<file path="src/rtl/ula_pkg.sv">
// Shared opcode constants, FSM state encoding and opcode legality helper for the ULA arbiter.
// Purely declarative: no logic, no latency.
// No flow control here; consumers decide how opcodes are handled.
package ula_pkg;

  localparam logic [3:0] ULA_OP_AND = 4'b0000;
  localparam logic [3:0] ULA_OP_OR  = 4'b0001;
  localparam logic [3:0] ULA_OP_ADD = 4'b0010;
  localparam logic [3:0] ULA_OP_SUB = 4'b0110;
  localparam logic [3:0] ULA_OP_SLT = 4'b0111;
  localparam logic [3:0] ULA_OP_NOP = 4'b1111;

  typedef enum logic [1:0] {
    ST_IDLE  = 2'd0,
    ST_ISSUE = 2'd1,
    ST_WAIT  = 2'd2,
    ST_RESP  = 2'd3
  } state_t;

  // True for the five opcodes the ULA actually implements.
  function automatic logic ula_op_legal(input logic [3:0] op);
    return (op == ULA_OP_AND) || (op == ULA_OP_OR) || (op == ULA_OP_ADD) ||
           (op == ULA_OP_SUB) || (op == ULA_OP_SLT);
  endfunction

endpackage

</file>
<file path="src/rtl/ula_arbiter_if.sv">
// Requester-side bundle of the ULA arbiter: per-requester command and response handshakes.
// Wires only, no latency.
// master = requesters (drive commands, accept results); slave = arbiter.
interface ula_arbiter_if #(
  parameter int NUM_REQ = 2,
  parameter int DATA_W  = 32
);

  logic [NUM_REQ-1:0]        req_valid;
  logic [NUM_REQ-1:0]        req_ready;
  logic [4*NUM_REQ-1:0]      req_op;
  logic [DATA_W*NUM_REQ-1:0] req_a;
  logic [DATA_W*NUM_REQ-1:0] req_b;
  logic [NUM_REQ-1:0]        resp_valid;
  logic [NUM_REQ-1:0]        resp_ready;
  logic [DATA_W-1:0]         resp_data;
  logic                      resp_err;

  modport master (
    output req_valid, req_op, req_a, req_b, resp_ready,
    input  req_ready, resp_valid, resp_data, resp_err
  );

  modport slave (
    input  req_valid, req_op, req_a, req_b, resp_ready,
    output req_ready, resp_valid, resp_data, resp_err
  );

endinterface

</file>
<file path="src/rtl/rr_arbiter.sv">
// Round-robin picker: first set request scanning from ptr upward, wrapping at NUM_REQ.
// Purely combinational, zero latency.
// No backpressure; caller qualifies the grant with its own state.
module rr_arbiter #(
  parameter int NUM_REQ = 2,
  parameter int PTR_W   = 1
) (
  input  logic [NUM_REQ-1:0] req,
  input  logic [PTR_W-1:0]   ptr,
  output logic [NUM_REQ-1:0] grant,
  output logic [PTR_W-1:0]   grant_idx,
  output logic               grant_any
);

  logic [PTR_W-1:0] cand;

  // Scan ptr, ptr+1, ... mod NUM_REQ and keep the first requester found.
  always_comb begin
    grant     = '0;
    grant_idx = '0;
    grant_any = 1'b0;
    cand      = '0;
    for (int off = 0; off < NUM_REQ; off++) begin
      cand = PTR_W'((int'(ptr) + off) % NUM_REQ);
      if (!grant_any && req[cand]) begin
        grant_any       = 1'b1;
        grant[cand]     = 1'b1;
        grant_idx       = cand;
      end
    end
  end

endmodule

</file>
<file path="src/rtl/ula_arbiter.sv">
// Shares one registered ULA among NUM_REQ requesters, round-robin, one operation in flight.
// Accept in IDLE, result presented three cycles after the accept cycle; 4 cycles per op unstalled.
// Response held until the owner's resp_ready; no new command is granted while a result is held.
// Optional build macro ULA_OPCHECK_EN: illegal opcodes are answered directly with resp_err=1.
module ula_arbiter
  import ula_pkg::*;
#(
  parameter int NUM_REQ = 2,
  parameter int DATA_W  = 32
) (
  input  logic              clk,
  input  logic              rst,
  ula_arbiter_if.slave      bus,
  output logic [3:0]        alu_op,
  output logic [DATA_W-1:0] alu_a,
  output logic [DATA_W-1:0] alu_b,
  input  logic [DATA_W-1:0] alu_result
);

  localparam int PTR_W = (NUM_REQ > 1) ? $clog2(NUM_REQ) : 1;

  state_t              state_q, state_d;
  logic [PTR_W-1:0]    rr_ptr_q, rr_ptr_d;
  logic [PTR_W-1:0]    owner_q, owner_d;
  logic [NUM_REQ-1:0]  resp_valid_q, resp_valid_d;
  logic [DATA_W-1:0]   resp_data_q, resp_data_d;
  logic                resp_err_q, resp_err_d;
  logic [3:0]          alu_op_q, alu_op_d;
  logic [DATA_W-1:0]   alu_a_q, alu_a_d;
  logic [DATA_W-1:0]   alu_b_q, alu_b_d;

  logic [NUM_REQ-1:0]  gnt;
  logic [PTR_W-1:0]    gnt_idx;
  logic                gnt_any;
  logic [3:0]          op_sel;
  logic [DATA_W-1:0]   a_sel;
  logic [DATA_W-1:0]   b_sel;
  logic                illegal;
  logic                resp_hs;

  rr_arbiter #(
    .NUM_REQ (NUM_REQ),
    .PTR_W   (PTR_W)
  ) u_rr (
    .req       (bus.req_valid),
    .ptr       (rr_ptr_q),
    .grant     (gnt),
    .grant_idx (gnt_idx),
    .grant_any (gnt_any)
  );

  // Select the winner's command slice; grant is one-hot so at most one iteration hits.
  always_comb begin
    op_sel = ULA_OP_NOP;
    a_sel  = '0;
    b_sel  = '0;
    for (int i = 0; i < NUM_REQ; i++) begin
      if (gnt[i]) begin
        op_sel = bus.req_op[4*i +: 4];
        a_sel  = bus.req_a[DATA_W*i +: DATA_W];
        b_sel  = bus.req_b[DATA_W*i +: DATA_W];
      end
    end
`ifdef ULA_OPCHECK_EN
    illegal = !ula_op_legal(op_sel);
`else
    illegal = 1'b0;
`endif
  end

  // Grant is only offered in IDLE, which also keeps it off while a result is held.
  always_comb begin
    bus.req_ready = (state_q == ST_IDLE) ? gnt : '0;
  end

  assign resp_hs = |(resp_valid_q & bus.resp_ready);

  // Next-state and next-output computation for the IDLE/ISSUE/WAIT/RESP sequence.
  always_comb begin
    state_d      = state_q;
    rr_ptr_d     = rr_ptr_q;
    owner_d      = owner_q;
    resp_valid_d = resp_valid_q;
    resp_data_d  = resp_data_q;
    resp_err_d   = resp_err_q;
    alu_op_d     = alu_op_q;
    alu_a_d      = alu_a_q;
    alu_b_d      = alu_b_q;
    unique case (state_q)
      ST_IDLE: begin
        if (gnt_any) begin
          owner_d  = gnt_idx;
          rr_ptr_d = (gnt_idx == PTR_W'(NUM_REQ - 1)) ? '0 : gnt_idx + PTR_W'(1);
          if (illegal) begin
            // Answer directly without touching the ULA.
            state_d      = ST_RESP;
            resp_valid_d = gnt;
            resp_data_d  = '0;
            resp_err_d   = 1'b1;
          end else begin
            state_d  = ST_ISSUE;
            alu_op_d = op_sel;
            alu_a_d  = a_sel;
            alu_b_d  = b_sel;
          end
        end
      end
      ST_ISSUE: begin
        // ULA registers alu_* on this edge.
        state_d = ST_WAIT;
      end
      ST_WAIT: begin
        state_d               = ST_RESP;
        resp_data_d           = alu_result;
        resp_err_d            = 1'b0;
        resp_valid_d          = '0;
        resp_valid_d[owner_q] = 1'b1;
      end
      ST_RESP: begin
        if (resp_hs) begin
          state_d      = ST_IDLE;
          resp_valid_d = '0;
          resp_err_d   = 1'b0;
          alu_op_d     = ULA_OP_NOP;
        end
      end
      default: state_d = ST_IDLE;
    endcase
  end

  // State and registered outputs; reset abandons any in-flight operation.
  always_ff @(posedge clk) begin
    if (rst) begin
      state_q      <= ST_IDLE;
      rr_ptr_q     <= '0;
      owner_q      <= '0;
      resp_valid_q <= '0;
      resp_data_q  <= '0;
      resp_err_q   <= 1'b0;
      alu_op_q     <= ULA_OP_NOP;
      alu_a_q      <= '0;
      alu_b_q      <= '0;
    end else begin
      state_q      <= state_d;
      rr_ptr_q     <= rr_ptr_d;
      owner_q      <= owner_d;
      resp_valid_q <= resp_valid_d;
      resp_data_q  <= resp_data_d;
      resp_err_q   <= resp_err_d;
      alu_op_q     <= alu_op_d;
      alu_a_q      <= alu_a_d;
      alu_b_q      <= alu_b_d;
    end
  end

  assign bus.resp_valid = resp_valid_q;
  assign bus.resp_data  = resp_data_q;
  assign bus.resp_err   = resp_err_q;
  assign alu_op         = alu_op_q;
  assign alu_a          = alu_a_q;
  assign alu_b          = alu_b_q;

endmodule
</file>
<file path="src/flat_wrapper.sv">
// flat-port wrapper written by rule: the top's interface ports become plain ports
module ula_arbiter_flat import ula_pkg::*;
#(
  parameter int NUM_REQ = 2,
  parameter int DATA_W  = 32
)
  (clk, rst, alu_op, alu_a, alu_b, alu_result, bus_req_valid, bus_req_op, bus_req_a, bus_req_b, bus_resp_ready, bus_req_ready, bus_resp_valid, bus_resp_data, bus_resp_err);
  ula_arbiter_if #(.NUM_REQ(NUM_REQ), .DATA_W(DATA_W)) bus_i ();
  input  logic clk;
  input  logic rst;
  output logic [3:0] alu_op;
  output logic [DATA_W-1:0] alu_a;
  output logic [DATA_W-1:0] alu_b;
  input  logic [DATA_W-1:0] alu_result;
  input wire logic [$bits(bus_i.req_valid)-1:0] bus_req_valid;
  input wire logic [$bits(bus_i.req_op)-1:0] bus_req_op;
  input wire logic [$bits(bus_i.req_a)-1:0] bus_req_a;
  input wire logic [$bits(bus_i.req_b)-1:0] bus_req_b;
  input wire logic [$bits(bus_i.resp_ready)-1:0] bus_resp_ready;
  output wire logic [$bits(bus_i.req_ready)-1:0] bus_req_ready;
  output wire logic [$bits(bus_i.resp_valid)-1:0] bus_resp_valid;
  output wire logic [$bits(bus_i.resp_data)-1:0] bus_resp_data;
  output wire logic [$bits(bus_i.resp_err)-1:0] bus_resp_err;
  assign bus_i.req_valid = bus_req_valid;
  assign bus_i.req_op = bus_req_op;
  assign bus_i.req_a = bus_req_a;
  assign bus_i.req_b = bus_req_b;
  assign bus_i.resp_ready = bus_resp_ready;
  assign bus_req_ready = bus_i.req_ready;
  assign bus_resp_valid = bus_i.resp_valid;
  assign bus_resp_data = bus_i.resp_data;
  assign bus_resp_err = bus_i.resp_err;
  ula_arbiter #(.NUM_REQ(NUM_REQ), .DATA_W(DATA_W)) u_core (.clk(clk), .rst(rst), .bus(bus_i), .alu_op(alu_op), .alu_a(alu_a), .alu_b(alu_b), .alu_result(alu_result));
endmodule
</file>
<file path="config.mk">
export PLATFORM = sky130hd
export DESIGN_NAME = ula_arbiter_flat
export DESIGN_NICKNAME = d
export VERILOG_FILES = /design/src/rtl/ula_pkg.sv /design/src/rtl/ula_arbiter_if.sv /design/src/rtl/rr_arbiter.sv /design/src/rtl/ula_arbiter.sv /design/src/flat_wrapper.sv
export SDC_FILE = /design/constraint.sdc
export NUM_CORES = 1
export LEC_CHECK = 0
export CELL_PAD_IN_SITES_DETAIL_PLACEMENT = 0
export CELL_PAD_IN_SITES_GLOBAL_PLACEMENT = 2
export CORE_ASPECT_RATIO = 1.75
export CORE_MARGIN = 2
export CORE_UTILIZATION = 20
export CTS_BUF_LIST = sky130_fd_sc_hd__clkbuf_4 sky130_fd_sc_hd__clkbuf_8 sky130_fd_sc_hd__clkbuf_16
export CTS_CLUSTER_SIZE = 14
export DETAILED_ROUTE_END_ITERATION = 6
export PLACE_DENSITY_LB_ADDON = 0.1
export SLEW_MARGIN = 25
export SYNTH_ARGS = -nofsm -noshare
export SYNTH_HDL_FRONTEND = slang
export SYNTH_SLANG_ARGS = --single-unit
</file>
<file path="constraint.sdc">
create_clock -name clk -period 2.55 [get_ports clk]
set_input_delay 0.765 -clock clk [delete_from_list [all_inputs] [get_ports clk]]
set_output_delay 0.765 -clock clk [all_outputs]
set_load 0.02 [all_outputs]
</file>
==> metrics <==
drt via density ~4.6; ratio of cells with drive above 1 in the final layout between 5 and 6%; Max-slew headroom between 40% and 50%; drc violations 0; register bit total from synthesis ~110; H-Tree Level Count 3; skew final approximately 5 ps; EDFF count, synth 0; largest family of logic cells by synthesized area compound AO/OA/AOI/OAI gates; R2R Path End u_core.alu_op[3]$_SDFFE_PP1P_; dpl cell area between 7000 and 8000 um^2; Distinct cells, synth 28; Tightest Pin Transition 786.5 ps; vias in the first global route 4,533; minimum hold slack about 490 ps; max-slew violation count 0; final WL between 15 and 20 mm; Clock Sinks about 110; status finished clean; Clock Path Buffers 2; Die Area about 22,000 um^2; most common cell after layout, fill and taps aside clkdlybuf4s50_1; Detailed Place HPWL 12.28 mm; XOR/XNOR share of the synthesized area 0%; Finished Layout Cells 972; crit path max-delay cell type clkdlybuf4s50_1; cell leakage power ~2.7 nW; n_diodes 0; Layout area overhead 79.83%; crit path launch type primary input; synthesized cell area about 4200 um^2; largest stage delay on the critical path 470 ps; post-synthesis mux area share 9.085%; total number of vias between 4,000 and 5,000; max_cap viols 0; Final Util between 30% and 40%; initial core utilization about a fifth; Seq/Total Area, Yosys 50.69%; # setup viols final 0; unrepaired setup endpoints after global routing false; post-synthesis simple-gate area fraction roughly 5.4%; crit path time final roughly 2500 ps; reg2reg setup slack about 690 ps; die height around 200 um; Setup TNS 0 ps; CP required 1790 ps; Detail Route Antenna Nets 0; Clk Latency, worst-skew pair ~350 ps; final-report hold violation count 0; Hold Crit Class reg2reg; post-synthesis net count approximately 640; Max FO, Critical Path 2; iteration count of the initial detailed-routing pass 4; largest net degree at the start of global routing between 60 and 70; CTS root buf clkbuf_16; post-synthesis adder-cell area fraction 1.195%; Critical Setup Path Class in2out; Post-Place Setup Slack -491.0 ps; prevailing post-synth register cell dfxtp_1; Pwr Total approximately 7.8 mW; HP Start u_core.bus.resp_data[29]$_SDFFE_PP0P_; # IOs roughly 280; CTS Buf Count 9; Hold Path End u_core.bus.resp_data[29]$_SDFFE_PP0P_; syn_area_per_cell ~9.1 um^2; Die X-Extent around 110 um; r2r worst-path depth 6; placed cells 957; Max IR drop VDD around 0.53 mV; most frequent cells in the layout clkdlybuf4s50_1 (275), dfxtp_1 (106), o22ai_1 (68); Final Instance Area between 7000 and 8000 um^2; fin crit share roughly 98%; DR iter-0 viols ~110; WHS Path Cells 2; nets just under 900; CP cell instances clkdlybuf4s50_1, a21bo_2, nor2_4, buf_4; Syn. warnings 0; first-pass GRT wire length 25.54 mm; CP Capture Type output pin; Peak Freq between 0.4 and 0.5 GHz; GRT Total Usage between 15 and 20%; Async S/R FF share, synth 0%; reg2reg start u_core.state_q[0]$_SDFFE_PP0P_; TritonCTS clock tree built; Rows 70; initial antenna violation count 0; number of port buffers about 280; WL per Instance approximately 18 um; pwr dens slightly above 1000 nW/um^2; GP Congestion ~0.7; grt total ovfl 0; Core Region between 20,000 and 25,000 um^2; Clock transition at path regs roughly 70 ps; arrival time worst endpoint approximately 1700 ps; Setup WS post-layout between 50 and 60 ps; Mapped Cells 460; Compound-Gate Fraction of Synth Area about 27%
[logic make-up after synthesis]
| family | count (synthesis) |
|---|---|
| AOI/OAI and AO/OA | 206 |
| buffers and inverters | 51 |
| muxes | 38 |
| and+or+nand+nor | 54 |
| adders and majority gates | 4 |
| other | 1 |
| DFF | 106 |
[routing by layer]
| metal | vias up | wire [um] | global-route usage [%] |
|---|---|---|---|
| met5 | - | 0 | 0 |
| met4 | 0 | 305 | 6.414 |
| met3 | 12 | 996 | 3.011 |
| met2 | 160 | 9387 | 28.17 |
| met1 | 2064 | 6373 | 16.12 |
| li1 | 2190 | - | - |
[worst max path at each step]
stage	end	start
after detailed placement	bus_req_ready[0]	bus_req_valid[0]
after global placement	bus_req_ready[0]	bus_req_valid[0]
after global routing	bus_req_ready[0]	bus_req_valid[0]
after floorplan	bus_req_ready[1]	bus_req_valid[0]
after CTS	bus_req_ready[1]	bus_req_valid[0]
final	bus_req_ready[0]	bus_req_valid[0]
[worst max-delay path: cells and delay by family]
family                 cells  cell delay, ps
AND/OR/NAND/NOR            1             100
buffers and inverters      2             620
AO/OA/AOI/OAI              1             250
[sequential cells by signal, summed over array words and instances (netlist names)]
name and flops:
u_core.alu_op 4, u_core.alu_b 32, u_core.bus.resp_valid 2, u_core.owner_q 1
u_core.rr_ptr_q 1, u_core.state_q 2, u_core.alu_a 32, u_core.bus.resp_data 32
[area by class of cell]
class / count / area [um^2]
clock buffer: 14 / 294.0
tap: 252 / 315.3
multi-input combinational: 303 / 1836
timing repair buffer: 291 / 2910
fill: 2177 / 13230
inverter: 5 / 21.27
sequential: 106 / 2122
clock inverter: 1 / 30.03
[Yosys cell counts, drive strengths merged (4+ instances only)]
| master | instances | area, um^2 |
|---|---|---|
| inv | 5 | 21.27 |
| o21ai | 66 | 330.3 |
| nor2 | 47 | 176.4 |
| mux2i | 38 | 380.4 |
| dfxtp | 106 | 2122 |
| buf | 27 | 166.4 |
| ha | 4 | 50.05 |
| clkbuf | 19 | 71.32 |
| o22ai | 68 | 425.4 |
| a21oi | 67 | 335.3 |
[what timing repair did]
item,4_1_cts,5_1_grt
resized for setup,10,3
setup buffers,0,0
endpoints found under the setup margin,2,2
hold buffers,0,0
pin swaps,0,0
[where the power goes]
group / internal, mW / switching (mW)
sequential: 2.18 / 0.263
combinational: 1.72 / 2.09
clock: 0.891 / 0.618
(Power assumes the default switching activity.)
